[config.mk]
export PLATFORM = sky130hd
export DESIGN_NAME = ifu_flat
export DESIGN_NICKNAME = d
export VERILOG_FILES = /design/src/rtl/ifu_pkg.sv /design/src/rtl/ifu_if.sv /design/src/rtl/ifu_pc_gen.sv /design/src/rtl/ifu.sv /design/src/flat_wrapper.sv
export SDC_FILE = /design/constraint.sdc
export NUM_CORES = 1
export LEC_CHECK = 0
export BUFFER_PORTS_ARGS = -buffer_cell sky130_fd_sc_hd__buf_2
export CAP_MARGIN = 10
export CORE_MARGIN = 2
export CORE_UTILIZATION = 55
export CTS_CLUSTER_DIAMETER = 100
export CTS_CLUSTER_SIZE = 12
export DETAILED_ROUTE_END_ITERATION = 12
export PLACE_DENSITY = 0.9
export SYNTH_ARGS = -nofsm -noshare
export SYNTH_HDL_FRONTEND = slang
export SYNTH_SLANG_ARGS = --single-unit
[constraint.sdc]
create_clock -name clk_i -period 4.33 [get_ports clk_i]
set_input_delay 0.2165 -clock clk_i [delete_from_list [all_inputs] [get_ports clk_i]]
set_output_delay 0.2165 -clock clk_i [all_outputs]
set_load 0.05 [all_outputs]
[src/rtl/ifu_pkg.sv]
// Shared types and constants for the instruction fetch unit.
// State encodings are fixed so that waveforms and debug tooling stay stable.
package ifu_pkg;

  localparam int          IFU_XLEN     = 64;
  localparam int          IFU_INST_W   = 32;
  localparam logic [63:0] IFU_RESET_PC = 64'h0000_0000_8000_0000;
  localparam logic [31:0] IFU_NOP      = 32'h0000_0013;

  typedef logic [IFU_INST_W-1:0] inst_t;
  typedef logic [IFU_XLEN-1:0]   pc_t;

  typedef enum logic [1:0] {
    S_REQ  = 2'd0,
    S_WAIT = 2'd1,
    S_HOLD = 2'd2
  } ifu_state_e;

endpackage

[src/rtl/ifu_if.sv]
// Fetch-side bus bundle: instruction memory port plus the idu hand-off.
// master = ifu view, slave = memory/idu view.
interface ifu_if #(
  parameter int XLEN   = 64,
  parameter int INST_W = 32
);
  logic              imem_req_o;
  logic [XLEN-1:0]   imem_addr_o;
  logic              imem_gnt_i;
  logic              imem_rvalid_i;
  logic [INST_W-1:0] imem_rdata_i;
  logic              imem_err_i;
  logic [INST_W-1:0] inst_o;
  logic [XLEN-1:0]   pc_o;
  logic              fault_o;
  logic              valid_o;
  logic              ready_i;

  modport master (
    output imem_req_o, imem_addr_o, inst_o, pc_o, fault_o, valid_o,
    input  imem_gnt_i, imem_rvalid_i, imem_rdata_i, imem_err_i, ready_i
  );

  modport slave (
    input  imem_req_o, imem_addr_o, inst_o, pc_o, fault_o, valid_o,
    output imem_gnt_i, imem_rvalid_i, imem_rdata_i, imem_err_i, ready_i
  );
endinterface

[src/rtl/ifu_pc_gen.sv]
// Next-PC selection (reset > redirect > sequential advance > hold) and
// misalignment flag of the selected PC.
module ifu_pc_gen
  import ifu_pkg::*;
#(
  parameter int              XLEN     = IFU_XLEN,
  parameter logic [XLEN-1:0] RESET_PC = IFU_RESET_PC
) (
  input  logic            rst_i,
  input  logic            redirect_i,
  input  logic [XLEN-1:0] redirect_pc_i,
  input  logic            advance_i,
  input  logic [XLEN-1:0] pc_q_i,
  output logic [XLEN-1:0] pc_d_o,
  output logic            misalign_o
);

  always_comb begin
    pc_d_o = pc_q_i;
    if (rst_i)           pc_d_o = RESET_PC;
    else if (redirect_i) pc_d_o = redirect_pc_i;
    else if (advance_i)  pc_d_o = pc_q_i + XLEN'(4);  // wraps modulo 2^XLEN
  end

  assign misalign_o = |pc_d_o[1:0];

endmodule

[src/rtl/ifu.sv]
// Instruction fetch stage: single-outstanding fetch FSM, stale-response drop
// flag and registered hold stage presented to idu.
module ifu
  import ifu_pkg::*;
#(
  parameter int              XLEN     = IFU_XLEN,
  parameter int              INST_W   = IFU_INST_W,
  parameter logic [XLEN-1:0] RESET_PC = IFU_RESET_PC
) (
  input  logic            clk_i,
  input  logic            rst_i,
  input  logic            redirect_i,
  input  logic [XLEN-1:0] redirect_pc_i,
  ifu_if.master           bus
);

  localparam logic [INST_W-1:0] NOP = INST_W'(IFU_NOP);

  ifu_state_e        state_q, state_d;
  logic              drop_q, drop_d;
  logic [XLEN-1:0]   pc_q, pc_d;
  logic [INST_W-1:0] inst_q, inst_d;
  logic [XLEN-1:0]   hpc_q, hpc_d;
  logic              fault_q, fault_d;
  logic              advance;
  logic              pc_misal;

  ifu_pc_gen #(.XLEN(XLEN), .RESET_PC(RESET_PC)) u_pc_gen (
    .rst_i         (rst_i),
    .redirect_i    (redirect_i),
    .redirect_pc_i (redirect_pc_i),
    .advance_i     (advance),
    .pc_q_i        (pc_q),
    .pc_d_o        (pc_d),
    .misalign_o    (pc_misal)
  );

  always_comb begin
    state_d = state_q;
    drop_d  = drop_q;
    inst_d  = inst_q;
    hpc_d   = hpc_q;
    fault_d = fault_q;
    advance = 1'b0;
    case (state_q)
      S_REQ: begin
        // a request accepted together with a redirect already targets the old PC
        if (bus.imem_gnt_i) begin
          state_d = S_WAIT;
          drop_d  = redirect_i;
        end
      end
      S_WAIT: begin
        if (bus.imem_rvalid_i) begin
          if (drop_q || redirect_i) begin
            state_d = S_REQ;
            drop_d  = 1'b0;
          end else begin
            state_d = S_HOLD;
            inst_d  = bus.imem_err_i ? NOP : bus.imem_rdata_i;
            fault_d = bus.imem_err_i;
            hpc_d   = pc_q;
          end
        end else if (redirect_i) begin
          drop_d = 1'b1;
        end
      end
      S_HOLD: begin
        if (redirect_i) begin
          state_d = S_REQ;
        end else if (bus.ready_i) begin
          state_d = S_REQ;
          advance = 1'b1;
        end
      end
      default: state_d = S_REQ;
    endcase
    // a misaligned PC never reaches memory; it is presented as a fault instead
    if (state_d == S_REQ && pc_misal) begin
      state_d = S_HOLD;
      inst_d  = NOP;
      fault_d = 1'b1;
      hpc_d   = pc_d;
    end
  end

  always_ff @(posedge clk_i) begin
    if (rst_i) begin
      state_q <= S_REQ;
      drop_q  <= 1'b0;
      pc_q    <= RESET_PC;
      inst_q  <= '0;
      hpc_q   <= '0;
      fault_q <= 1'b0;
    end else begin
      state_q <= state_d;
      drop_q  <= drop_d;
      pc_q    <= pc_d;
      inst_q  <= inst_d;
      hpc_q   <= hpc_d;
      fault_q <= fault_d;
    end
  end

  assign bus.imem_req_o  = (state_q == S_REQ) && !rst_i;
  assign bus.imem_addr_o = pc_q;
  assign bus.inst_o      = inst_q;
  assign bus.pc_o        = hpc_q;
  assign bus.fault_o     = fault_q;
  assign bus.valid_o     = (state_q == S_HOLD) && !redirect_i && !rst_i;

endmodule

[src/flat_wrapper.sv]
// flat-port wrapper written by rule: the top's interface ports become plain ports
module ifu_flat import ifu_pkg::*;
#(
  parameter int              XLEN     = IFU_XLEN,
  parameter int              INST_W   = IFU_INST_W,
  parameter logic [XLEN-1:0] RESET_PC = IFU_RESET_PC
)
  (clk_i, rst_i, redirect_i, redirect_pc_i, bus_imem_req_o, bus_imem_addr_o, bus_inst_o, bus_pc_o, bus_fault_o, bus_valid_o, bus_imem_gnt_i, bus_imem_rvalid_i, bus_imem_rdata_i, bus_imem_err_i, bus_ready_i);
  ifu_if #(.XLEN(XLEN), .INST_W(INST_W)) bus_i ();
  input  logic clk_i;
  input  logic rst_i;
  input  logic redirect_i;
  input  logic [XLEN-1:0] redirect_pc_i;
  output wire logic [$bits(bus_i.imem_req_o)-1:0] bus_imem_req_o;
  output wire logic [$bits(bus_i.imem_addr_o)-1:0] bus_imem_addr_o;
  output wire logic [$bits(bus_i.inst_o)-1:0] bus_inst_o;
  output wire logic [$bits(bus_i.pc_o)-1:0] bus_pc_o;
  output wire logic [$bits(bus_i.fault_o)-1:0] bus_fault_o;
  output wire logic [$bits(bus_i.valid_o)-1:0] bus_valid_o;
  input wire logic [$bits(bus_i.imem_gnt_i)-1:0] bus_imem_gnt_i;
  input wire logic [$bits(bus_i.imem_rvalid_i)-1:0] bus_imem_rvalid_i;
  input wire logic [$bits(bus_i.imem_rdata_i)-1:0] bus_imem_rdata_i;
  input wire logic [$bits(bus_i.imem_err_i)-1:0] bus_imem_err_i;
  input wire logic [$bits(bus_i.ready_i)-1:0] bus_ready_i;
  assign bus_imem_req_o = bus_i.imem_req_o;
  assign bus_imem_addr_o = bus_i.imem_addr_o;
  assign bus_inst_o = bus_i.inst_o;
  assign bus_pc_o = bus_i.pc_o;
  assign bus_fault_o = bus_i.fault_o;
  assign bus_valid_o = bus_i.valid_o;
  assign bus_i.imem_gnt_i = bus_imem_gnt_i;
  assign bus_i.imem_rvalid_i = bus_imem_rvalid_i;
  assign bus_i.imem_rdata_i = bus_imem_rdata_i;
  assign bus_i.imem_err_i = bus_imem_err_i;
  assign bus_i.ready_i = bus_ready_i;
  ifu #(.XLEN(XLEN), .INST_W(INST_W), .RESET_PC(RESET_PC)) u_core (.clk_i(clk_i), .rst_i(rst_i), .redirect_i(redirect_i), .redirect_pc_i(redirect_pc_i), .bus(bus_i));
endmodule
==> impl_results.md, run 1 <==
* First-pass GRT wire length at 38900 um
* Worst EP arrival at 3230 ps
* IO Pins at 266
* Postcts setup bufs at 0
* Slew margin rel. at 37.8%
* Initial core utilization at 56.5%
* Core Rows at 43
* Max Fclk at 0.339 GHz
* Synth area leaders: dfxtp_1, nor2_1, a22oi_1
* Clock share of power at 38.5%
* Final Max Slew Viols at 0
* Antenna cells at 0
* Avg Cell Area, Syn at 8.34 um2
* Ys async rst share at 0%
* GP Congestion at 0.884
* WP buf/inv at 0
* Syn Nets at 1048
* Hold_buf cts at 0
* Critical path peak fanout at 29
* Switching Fraction at 31.6%
* Gr ovfl total at 0
* Power density over the cells at 419 nW/um2
* Largest net degree at the start of global routing at 90
* Synth Flop Type: dfxtp_1
* Synth Cell Area at 7870 um2
* Worst setup path endpoint: u_core.bus.inst_o[28]$_SDFFE_PP0P_
* Most instantiated library cell after synthesis: dfxtp_1
* Seq cells post-synth at 164
* Root Buffer Master: clkbuf_16
* Non-filler cells, final at 1353
* Post-route cell area at 9830 um2
* CP Depth at 5
* GRT Overall Usage at 32.4%
* First-pass DRT Iterations at 5
* Vias in the first global route at 7710
* Port bufs at 265
* Final setup viols at 0
* Pre-CTS WS at 1360 ps
* Initial DRC count at 853
* Post-CTS Resized at 0
* Skew final at 6.67 ps
* Die Ht at 124 um
* Mapped Cells at 944
* CP Launch Type: register
* Die ar. at 15300 um2
* Detail Route Antenna Nets at 0
* Clock-pin slew on the worst setup and hold paths at 60 ps
* Status: finished, final reports clean
* Syn. warnings at 0
* Worst Hold Class: primary input to register
* Worst path cell trace: nor4bb_1 > o21ai_0 > nand3_2 > nand2_1 > nor2_1
* Clock tree buffer depth at 2
* Core ar. at 13900 um2
* Unique masters post-synth at 60
* Combinational power share at 19.8%
* P_int at 0.00282 W
* Initial antenna violation count at 0
* RSZ-0062 raised after global routing: false
* Final nets at 1265
* TritonCTS Buffers at 17
* Maxcap violations at 0
* DR DRC count at 0
* Share of cells above drive strength 1 at 27.4%
* TritonCTS clock tree: yes
* Reg power frac at 41.7%
* Synthesis-to-layout area growth at 24.9%
* Cell Area, Placed at 9220 um2
* Critical path class: register to register
* Leading area contributor after synthesis: dfxtp_1
* CP top delay family: simple AND/OR/NAND/NOR gates
* Post-route setup TNS at 0 ps
* Max incr delay on CP at 900 ps
* Top-area cell type share of the netlist area at 41.7%
* Fin crit period at 2950 ps
* Worst setup EP type: register
* RR Endpoint: u_core.bus.inst_o[28]$_SDFFE_PP0P_
* RR Startpoint: u_core.state_q[1]$_SDFF_PP0_
* DR vias/cell at 6.31
* Cells after DPL at 1322
* WL final at 25300 um
* Worst-case reg-to-reg path depth at 5
* DR vias at 8535
* P_leak at 4.08 nW
* Worst-Margin Slew at 931 ps
* H-tree level count at 4
* Clock latency on the worst-skew pair at 430 ps
* EDFF count, synth at 0
* Worst vdd ir at 256 uV
* Commonest cells post-synth: dfxtp_1, nor2_1, nand2_1
* Tcrit/Tclk final at 68.1%
* Worst R2R Setup Slack at 1380 ps
* Net Sw Power at 0.00130 W
* Critical-path top delay cell: nand2_1
* Worst Setup SP: u_core.state_q[1]$_SDFF_PP0_
* WL/cell at 18.7 um
* WP data required at 4610 ps
* Fraction of the yosys area taken by sequential cells at 41.7%
* Setup WS post-layout at 1380 ps
* Sink Count at 164
* Placed wire-length estimate at 17200 um
* Final hold violation count at 0
* Die X at 124 um
* Tot Pwr at 0.00412 W
## routing by layer
metal  vias up  global-route usage, %  wire length, um
li1       3955                      -                -
met2       530                   51.6            11600
met1      3973                   40.9            10000
met3        77                   8.75             2710
met4         0                   15.5              934
met5         -                      0                0
## how the worst min path moves through the flow
stage,start,end,slack (ps),cells past startpoint
6_report,redirect_pc_i[29],u_core.bus.imem_addr_o[29]$_SDFF_PP0_,30,3
3_3_place_gp,u_core.bus.pc_o[3]$_SDFFE_PP0P_,u_core.bus.pc_o[3]$_SDFFE_PP0P_,450,2
4_1_cts,redirect_pc_i[29],u_core.bus.imem_addr_o[29]$_SDFF_PP0_,10,3
5_1_grt,redirect_pc_i[6],u_core.bus.imem_addr_o[6]$_SDFF_PP0_,50,3
3_5_place_dp,u_core.bus.pc_o[3]$_SDFFE_PP0P_,u_core.bus.pc_o[3]$_SDFFE_PP0P_,450,2
2_1_floorplan,redirect_pc_i[29],u_core.bus.imem_addr_o[29]$_SDFF_PP0_,330,2
## cells in the final DEF, fill, tap and decap left out, types with 12 or more instances in the layout
master,n
xnor2_1,26
nand2_1,64
a22oi_1,55
nor3b_1,32
a21oi_1,54
a211oi_1,18
xor2_1,12
o21ai_0,21
buf_2,264
inv_1,13
o2bb2ai_1,15
clkbuf_16,17
nand4_1,30
o22ai_1,20
or3_1,16
nand3_1,21
dfxtp_1,164
o32ai_1,13
nor4_1,22
nor2_1,120
nor3_1,40
## tightest hold or removal path: stages
cell and delay [ps]:
buf_2 100, nand2_1 60, nand2_1 50
## flip-flops by register name (all words and copies together) (netlist names)
| name | flops |
|---|---|
| u_core.state_q | 2 |
| u_core.bus.pc_o | 64 |
| u_core.bus.inst_o | 32 |
| u_core.bus.fault_o | 1 |
| u_core.drop_q | 1 |
| u_core.bus.imem_addr_o | 64 |
## kinds of logic after synthesis
| group | synth area share, % |
|---|---|
| buffers and inverters | 4.42 |
| muxes | 1.54 |
| and+or+nand+nor | 26.9 |
| adders and majority gates | 0.159 |
| AOI/OAI and AO/OA | 21.1 |
| xor gates and xnor gates | 4.23 |
| DFF | 41.7 |
## power groups by stage
stage                     clock network, W  logic (W)  registers [W]
after CTS                          0.00159   0.000814        0.00171
after floorplan                          0   0.000280        0.00204
after detailed placement                 0   0.000811        0.00174
final                              0.00159   0.000818        0.00172
after global placement                   0   0.000802        0.00174
after global routing               0.00165   0.000868        0.00173
## layout make-up
class                   count  area [um2]
flip-flops and latches    164        3280
well taps                 180         225
fillers                  1127        4100
multi-input cells         691        4270
inverters                  14        52.6
repair buffers            273        1390
clock inverters             9         153
clock buffers              22         464
## per-stage QoR
stage / hold slack, ps / utilization, %
after floorplan: 334 / -
after global placement: 445 / 66.1
after detailed placement: 453 / 66.1
after CTS: 14.3 / 70.6
after global routing: 51.8 / 70.6
final: 33.1 / 70.6
Power figures use the tool's default switching activity.
==> inputs of run 2 (changes only) <==
--- a/config.mk
+++ b/config.mk
@@ -8,11 +8,11 @@
 export BUFFER_PORTS_ARGS = -buffer_cell sky130_fd_sc_hd__buf_2
 export CAP_MARGIN = 10
 export CORE_MARGIN = 2
-export CORE_UTILIZATION = 55
+export CORE_UTILIZATION = 46
 export CTS_CLUSTER_DIAMETER = 100
 export CTS_CLUSTER_SIZE = 12
 export DETAILED_ROUTE_END_ITERATION = 12
-export PLACE_DENSITY = 0.9
+export PLACE_DENSITY = 0.81
 export SYNTH_ARGS = -nofsm -noshare
 export SYNTH_HDL_FRONTEND = slang
 export SYNTH_SLANG_ARGS = --single-unit
==> constraint.sdc (replaced) <==
create_clock -name clk_i -period 2.6 [get_ports clk_i]
set_input_delay 0.13 -clock clk_i [delete_from_list [all_inputs] [get_ports clk_i]]
set_output_delay 0.13 -clock clk_i [all_outputs]
set_load 0.05 [all_outputs]
==> run 2 against run 1 <==
- fmax is 19% higher
- sequential share of layout area fell by 2.3 points
- clock-buffer cell count down 4
- routed wire length up 10%
- cell area increased by 8.0%
- core utilization down 6.8 points
- sequential power rose by 65%
- die area increased by 19%
- via count up 3.3%
- non-clock buffer count grew 79
- largest cell class unchanged
- highest routed layer is now met5
==> impl_results.md, run 2 (synthesis gave the netlist of run 1 again) <==
* Initial DRC count at 959 (+12%)
* Status: finished, final reports clean
* Final hold violation count at 0 (unchanged)
* Worst Setup SP: u_core.bus.imem_addr_o[4]$_SDFF_PP0_
* Worst EP arrival at 2810 ps (-420 ps)
* Clock share of power at 37.1% (-1.4 points)
* Skew final at 14.0 ps (+7.31 ps)
* DR vias at 8818 (+3.3%)
* Initial antenna violation count at 2 (+2)
* Worst-case reg-to-reg path depth at 7 (+2)
* WL final at 27900 um (+10%)
* Share of cells above drive strength 1 at 30.6% (+3.2 points)
* Die X at 135 um (+9.0%)
* Net Sw Power at 0.00232 W (+78%)
* Detail Route Antenna Nets at 0 (unchanged)
* TritonCTS Buffers at 17 (unchanged)
* DR vias/cell at 5.99 (-5.1%)
* Power density over the cells at 649 nW/um2 (+55%)
* Worst R2R Setup Slack at 130 ps (-1250 ps)
* Core ar. at 16600 um2 (+19%)
* Tot Pwr at 0.00689 W (+67%)
* Final nets at 1344 (+6.2%)
* RSZ-0062 raised after global routing: false
* Worst setup path endpoint: u_core.bus.pc_o[39]$_SDFFE_PP0P_
* Root Buffer Master: clkbuf_16
* First-pass DRT Iterations at 6 (+1)
* Worst-Margin Slew at 573 ps (-358 ps)
* Reg power frac at 41.1% (-0.6 points)
* Die ar. at 18200 um2 (+19%)
* Min-Delay Path Depth at 3 (unchanged)
* Worst Hold Class: primary input to register
* Vias in the first global route at 8350 (+8.3%)
* Clock latency on the worst-skew pair at 430 ps (about the same)
* Critical path peak fanout at 8 (-72%)
* Core Rows at 47 (+9.3%)
* TritonCTS clock tree: yes
* Tcrit/Tclk final at 95.1% (+27 points)
* Post-route setup TNS at 0 ps (unchanged)
* Final Max Slew Viols at 0 (unchanged)
* DR DRC count at 0 (unchanged)
* RR Endpoint: u_core.bus.pc_o[39]$_SDFFE_PP0P_
* Antenna cells at 0 (unchanged)
* Sink Count at 164 (unchanged)
* Worst setup EP type: register
* Final setup viols at 0 (unchanged)
* WL/cell at 18.9 um (+1.2%)
* WP data required at 2930 ps (-1680 ps)
* CP Launch Type: register
* GP Congestion at 0.913 (+3.3%)
* Combinational power share at 21.7% (+1.9 points)
* First-pass GRT wire length at 43400 um (+12%)
* WHS at 7.38 ps (-25.7 ps)
* Gr ovfl total at 0 (unchanged)
* Clock tree buffer depth at 2 (unchanged)
* Max Fclk at 0.404 GHz (+19%)
* Synthesis-to-layout area growth at 34.9%
* P_int at 0.00457 W (+62%)
* Worst vdd ir at 454 uV (+77%)
* Fin crit period at 2470 ps (-476 ps)
* RR Startpoint: u_core.bus.imem_addr_o[4]$_SDFF_PP0_
* H-tree level count at 4 (unchanged)
* Port bufs at 265 (unchanged)
* Placed wire-length estimate at 19600 um (+14%)
* P_leak at 4.45 nW (+9.0%)
* IO Pins at 266 (unchanged)
* Largest net degree at the start of global routing at 70 (-22%)
* GRT Overall Usage at 30.2% (-2.3 points)
* Switching Fraction at 33.6% (+2.0 points)
* Commonest non-fill, non-tap cell in the layout: buf_2
* Clock-pin slew on the worst setup and hold paths at 70 ps (about the same)
* Slew margin rel. at 61.5% (+24 points)
* Commonest cells after routing, fill and taps aside: buf_2, dfxtp_1, nor2_1
* Critical path class: register to register
* Die Ht at 135 um (+9.0%)
* Initial core utilization at 47.3% (-9.2 points)
* Maxcap violations at 0 (unchanged)
[run 2: layout make-up]
type	count	area, um2
inverter	14	52.6
tap	220	275
clock inverter	14	151
timing repair buffer	352	2120
fill	1365	6020
sequential	164	3300
multi-input combinational	691	4280
clock buffer	18	439
[run 2: critical path, cell delays in order (launching register included)]
cell and delay, ps:
dfxtp_2 400, nand4_2 190, or4_1 650, buf_4 200, nor4_1 380, xor2_1 190
nor2_1 70, o32ai_1 300
[run 2: routing by layer]
metal | vias up | GRT usage [%] | wire length (um)
li1 | 4118 | - | -
met1 | 4076 | 37.5 | 11000
met2 | 533 | 49.1 | 12900
met3 | 87 | 8.00 | 2930
met4 | 4 | 13.7 | 1020
met5 | - | 0 | 21
[run 2: power by group through the flow]
stage	Clock (W)	Combinational [W]	Sequential [W]
2_1_floorplan	0	0.000466	0.00340
3_3_place_gp	0	0.00143	0.00288
3_5_place_dp	0	0.00144	0.00288
4_1_cts	0.00257	0.00149	0.00283
5_1_grt	0.00268	0.00158	0.00285
6_report	0.00256	0.00150	0.00283
[run 2: timing repair]
item / in CTS / in global routing
endpoints found under the setup margin: 0 / 3
hold buffers: 35 / 0
endpoints found under the hold margin: 35 / 0
resized for setup: 0 / 2
buffers inserted: 0 / 1
[run 2: how the worst min path moves through the flow]
stage	slack, ps	to	startpoint
4_1_cts	1	u_core.bus.imem_addr_o[57]$_SDFF_PP0_	redirect_pc_i[57]
3_3_place_gp	380	u_core.bus.imem_addr_o[29]$_SDFF_PP0_	redirect_pc_i[29]
3_5_place_dp	390	u_core.bus.imem_addr_o[6]$_SDFF_PP0_	redirect_pc_i[6]
5_1_grt	10	u_core.bus.imem_addr_o[18]$_SDFF_PP0_	redirect_pc_i[18]
2_1_floorplan	250	u_core.bus.imem_addr_o[29]$_SDFF_PP0_	redirect_pc_i[29]
6_report	7	u_core.bus.imem_addr_o[1]$_SDFF_PP0_	redirect_pc_i[1]
[run 2: through the flow]
step	worst slack [ps]	utilization (%)	cells	area [um2]
floorplan	5.74	-	944	7890
global placement	130	58.0	1405	9660
detailed placement	54.5	58.0	1405	9660
CTS	52.5	63.7	1472	10600
global route	11.3	63.8	1473	10600
finish	126	63.8	1473	10600
==> inputs of run 3 (changes only) <==
--- a/config.mk
+++ b/config.mk
@@ -8,11 +8,12 @@
 export BUFFER_PORTS_ARGS = -buffer_cell sky130_fd_sc_hd__buf_2
 export CAP_MARGIN = 10
 export CORE_MARGIN = 2
-export CORE_UTILIZATION = 46
+export CORE_UTILIZATION = 47
 export CTS_CLUSTER_DIAMETER = 100
 export CTS_CLUSTER_SIZE = 12
 export DETAILED_ROUTE_END_ITERATION = 12
 export PLACE_DENSITY = 0.81
 export SYNTH_ARGS = -nofsm -noshare
 export SYNTH_HDL_FRONTEND = slang
+export SYNTH_HIERARCHICAL = 1
 export SYNTH_SLANG_ARGS = --single-unit
==> run 3 against run 2 <==
- the flow now finishes with violations (setup timing)
- routed wire length is 30% higher
- clock skew is 3.8 ps lower
- highest routed layer is now met4
- critical path type unchanged
- critical endpoint is now u_core/bus.pc_o[58]$_SDFFE_PP0P_
- via count is 24% higher
- core utilization is 8.3 points higher
- total power is 0.16% higher
- largest power group unchanged
- combinational power is 15% higher
- sequential share of layout area is 6.4 points lower
==> impl_results.md, run 3 <==
* Status: complete, but fails checks
* Failing checks: setup timing
* Skew final at 10.2 ps (-3.76 ps)
* Avg Cell Area, Syn at 8.18 um2 (-1.9%)
* Pre-CTS WS at -405 ps (-460 ps)
* Setup WS post-layout at -473 ps (-600 ps)
* Clock tree buffer depth at 2 (unchanged)
* Gr ovfl total at 0 (unchanged)
* Commonest cells post-synth: nand2_1, dfxtp_1, clkbuf_1
* Critical path class: register to register
* Met1 WL at 13600 um (+23%)
* Die ar. at 20200 um2 (+11%)
* Vias in the first global route at 9963 (+19%)
* IO Pins at 266 (unchanged)
* WP data required at 2940 ps (about the same)
* Detail Route Antenna Nets at 0 (unchanged)
* Syn Nets at 1198 (+14%)
* Fraction of the yosys area taken by sequential cells at 36.7% (-5.0 points)
* Initial core utilization at 47.8% (+0.53 points)
* Unique masters post-synth at 56 (-6.7%)
* GRT Overall Usage at 32.2% (+2.0 points)
* RR Endpoint: u_core/bus.pc_o[58]$_SDFFE_PP0P_
* Synth Flop Type: dfxtp_1
* Clock share of power at 35.1% (-2.0 points)
* DR vias at 10895 (+24%)
* P_leak at 5.31 nW (+19%)
* Final Max Slew Viols at 0 (unchanged)
* Synthesis-to-layout area growth at 50.7%
* Largest net degree at the start of global routing at 95 (+36%)
* Switching Fraction at 33.9% (+0.30 points)
* Worst vdd ir at 436 uV (-3.9%)
* CP dominant cell by count: or4_4
* Commonest non-fill, non-tap cell in the layout: buf_2
* Met3 WL post-DR at 3540 um (+21%)
* Worst Hold Class: primary input to register
* Die X at 142 um (+5.3%)
* Worst path cell trace: nor4bb_4 > buf_4 > and4_4 > nand2_4 > or4_4 > buf_6 > or4_4 > a311oi_4 > o41ai_1 > a31oi_1
* Worst setup EP type: register
* WL/cell at 21.4 um (+13%)
* Final hold violation count at 0 (unchanged)
* Clock latency on the worst-skew pair at 430 ps (about the same)
* Die Ht at 142 um (+5.3%)
* Core Rows at 50 (+6.4%)
* Share of cells above drive strength 1 at 45.6% (+15 points)
* WL met2 at 17300 um (+34%)
* Min-Delay Path Depth at 4 (+1)
* Critical path peak fanout at 6 (-2)
* Worst EP arrival at 3410 ps (+600 ps)
* Reg power frac at 39.9% (-1.2 points)
* Synth area leaders: dfxtp_1, nand2_1, o41ai_1
* Fillcell total at 1242 (-9.0%)
* CP Launch Type: register
* Hold path start: bus_imem_gnt_i
* H-tree level count at 4 (unchanged)
* P_int at 0.00456 W (-0.29%)
* First-pass GRT wire length at 51800 um (+19%)
* Fin crit period at 3070 ps (+600 ps)
* TritonCTS clock tree: yes
* Leading area contributor after synthesis: dfxtp_1
* Final setup viols at 84 (+84)
* Power density over the cells at 512 nW/um2 (-21%)
* Core ar. at 18700 um2 (+12%)
* RR Startpoint: u_core/state_q[0]$_SDFF_PP0_
* Ys async rst share at 0% (unchanged)
* Non-filler cells, final at 1689 (+15%)
* Final nets at 1545 (+15%)
* First-pass DRT Iterations at 9 (+3)
* Worst-Margin Slew at 909 ps (+336 ps)
* Combinational power share at 25.1% (+3.4 points)
* Mapped Cells at 1094 (+16%)
* EDFF count, synth at 0 (unchanged)
* TritonCTS Buffers at 17 (unchanged)
* Critical-path top delay cell: or4_4
* Slew margin rel. at 39.3% (-22 points)
* Commonest cells after routing, fill and taps aside: buf_2, nand2_1, dfxtp_1
* Initial DRC count at 1425 (+49%)
* RSZ-0062 raised after global routing: true
* Initial antenna violation count at 2 (unchanged)
* Port bufs at 265 (unchanged)
* Root Buffer Master: clkbuf_16
* Placed wire-length estimate at 21200 um (+8.4%)
* Tcrit/Tclk final at 118% (+23 points)
* Most instantiated library cell after synthesis: nand2_1
* Max incr delay on CP at 490 ps (-160 ps)
* WHS at 61.2 ps (+53.8 ps)
* Top-area cell type share of the netlist area at 36.7% (-5.0 points)
* Max Fclk at 0.325 GHz (-20%)
* Hold Path End: u_core/drop_q$_SDFFE_PP0P_
* Cells after DPL at 1597 (+14%)
* Clock-pin slew on the worst setup and hold paths at 70 ps (about the same)
* Maxcap violations at 0 (unchanged)
* DR DRC count at 0 (unchanged)
* Top sig layer: met4
* Worst R2R Setup Slack at -470 ps (-600 ps)
* Worst-case reg-to-reg path depth at 10 (+3)
* Syn. warnings at 6 (+6)
* GP Congestion at 0.863 (-5.5%)
* Seq cells post-synth at 164 (unchanged)
* WL final at 36200 um (+30%)
* DR vias/cell at 6.45 (+7.8%)
* Net Sw Power at 0.00234 W (+1.1%)
* Synth Cell Area at 8950 um2 (+14%)
* Sink Count at 164 (unchanged)
[run 3: cell count changes in the layout (fill, tap and decap cells not counted), moves of 26 or more]
cell,before,now
nor2_1,120,61
nand2_1,64,196
buf_4,50,115
o41ai_2,0,34
o41ai_1,1,27
a22oi_1,55,0
a31oi_1,8,45
nand3b_1,0,30
nor3_1,40,10
nor2b_1,3,55
nor3b_1,32,0
[run 3: how the worst max path moves through the flow]
stage | start | endpoint | slack (ps) | cells after the start
after floorplan | u_core/state_q[0]$_SDFF_PP0_ | u_core/bus.pc_o[41]$_SDFFE_PP0P_ | -320 | 10
after global placement | u_core/state_q[0]$_SDFF_PP0_ | u_core/bus.pc_o[48]$_SDFFE_PP0P_ | -340 | 10
after detailed placement | u_core/state_q[0]$_SDFF_PP0_ | u_core/bus.pc_o[52]$_SDFFE_PP0P_ | -410 | 10
after CTS | u_core/state_q[0]$_SDFF_PP0_ | u_core/bus.pc_o[58]$_SDFFE_PP0P_ | -400 | 10
after global routing | u_core/state_q[0]$_SDFF_PP0_ | u_core/bus.pc_o[48]$_SDFFE_PP0P_ | -520 | 10
final | u_core/state_q[0]$_SDFF_PP0_ | u_core/bus.pc_o[58]$_SDFFE_PP0P_ | -470 | 10
[run 3: metrics by stage]
| stage | util [%] | area (um2) | TNS, ps | power, W |
|---|---|---|---|---|
| 6_report | 72.1 | 13500 | -18630 | 0.00690 |
| 5_1_grt | 72.1 | 13500 | -24810 | 0.00711 |
| 3_5_place_dp | 61.0 | 11400 | -10660 | 0.00434 |
| 2_1_floorplan | - | 9320 | -6080 | 0.00387 |
| 4_1_cts | 68.1 | 12700 | -9970 | 0.00679 |
| 3_3_place_gp | 61.0 | 11400 | -7830 | 0.00431 |
[run 3: cell type report]
cell class	count	area (um2)	share of cell area, %
clock inverters	9	81.3	0.603
well taps	234	293	2.17
diodes	2	5.00	0.0371
repair buffers	434	2860	21.2
flip-flops and latches	164	3320	24.6
clock buffers	22	464	3.44
multi-input cells	812	6410	47.5
inverters	12	46.3	0.343
[run 3: cells by family (layout without fill, tap and decap cells)]
| family | count (synthesis) | in the layout | synth area share, % |
|---|---|---|---|
| multiplexers | 6 | 6 | 0.671 |
| other | 0 | 2 | 0 |
| adder cells (fa/ha/maj) | 1 | 1 | 0.140 |
| XOR/XNOR | 26 | 26 | 2.55 |
| buffers and inverters | 119 | 477 | 6.00 |
| flip-flops | 164 | 164 | 36.7 |
| AND/OR/NAND/NOR | 509 | 510 | 29.0 |
| AO/OA/AOI/OAI | 269 | 269 | 24.9 |
[run 3: metal layers]
layer | up-vias | GRT usage, %
li1 | 4747 | -
met1 | 5127 | 39.7
met2 | 834 | 53.3
met3 | 187 | 6.86
met4 | 0 | 16.2
met5 | - | 0
[run 3: power groups by stage]
stage	combinational [W]	sequential, W	clock [W]
5_1_grt	0.00180	0.00276	0.00255
4_1_cts	0.00162	0.00274	0.00243
3_5_place_dp	0.00154	0.00280	0
6_report	0.00173	0.00275	0.00242
3_3_place_gp	0.00152	0.00279	0
2_1_floorplan	0.000611	0.00326	0
[run 3: worst max-delay path, delay by kind of cell, from the launching register on]
kind / cells / cell delay, ps
compound gates: 3 / 700
buf+inv: 2 / 340
flops: 1 / 340
simple gates: 5 / 1590
[run 3: repair_timing]
action,in CTS,in global routing
resized for setup,69,108
setup endpoints to repair,59,86
gates cloned,2,0
buffers inserted,13,17
hold buffers,29,0
endpoints found under the hold margin,29,0
pin swaps,52,45
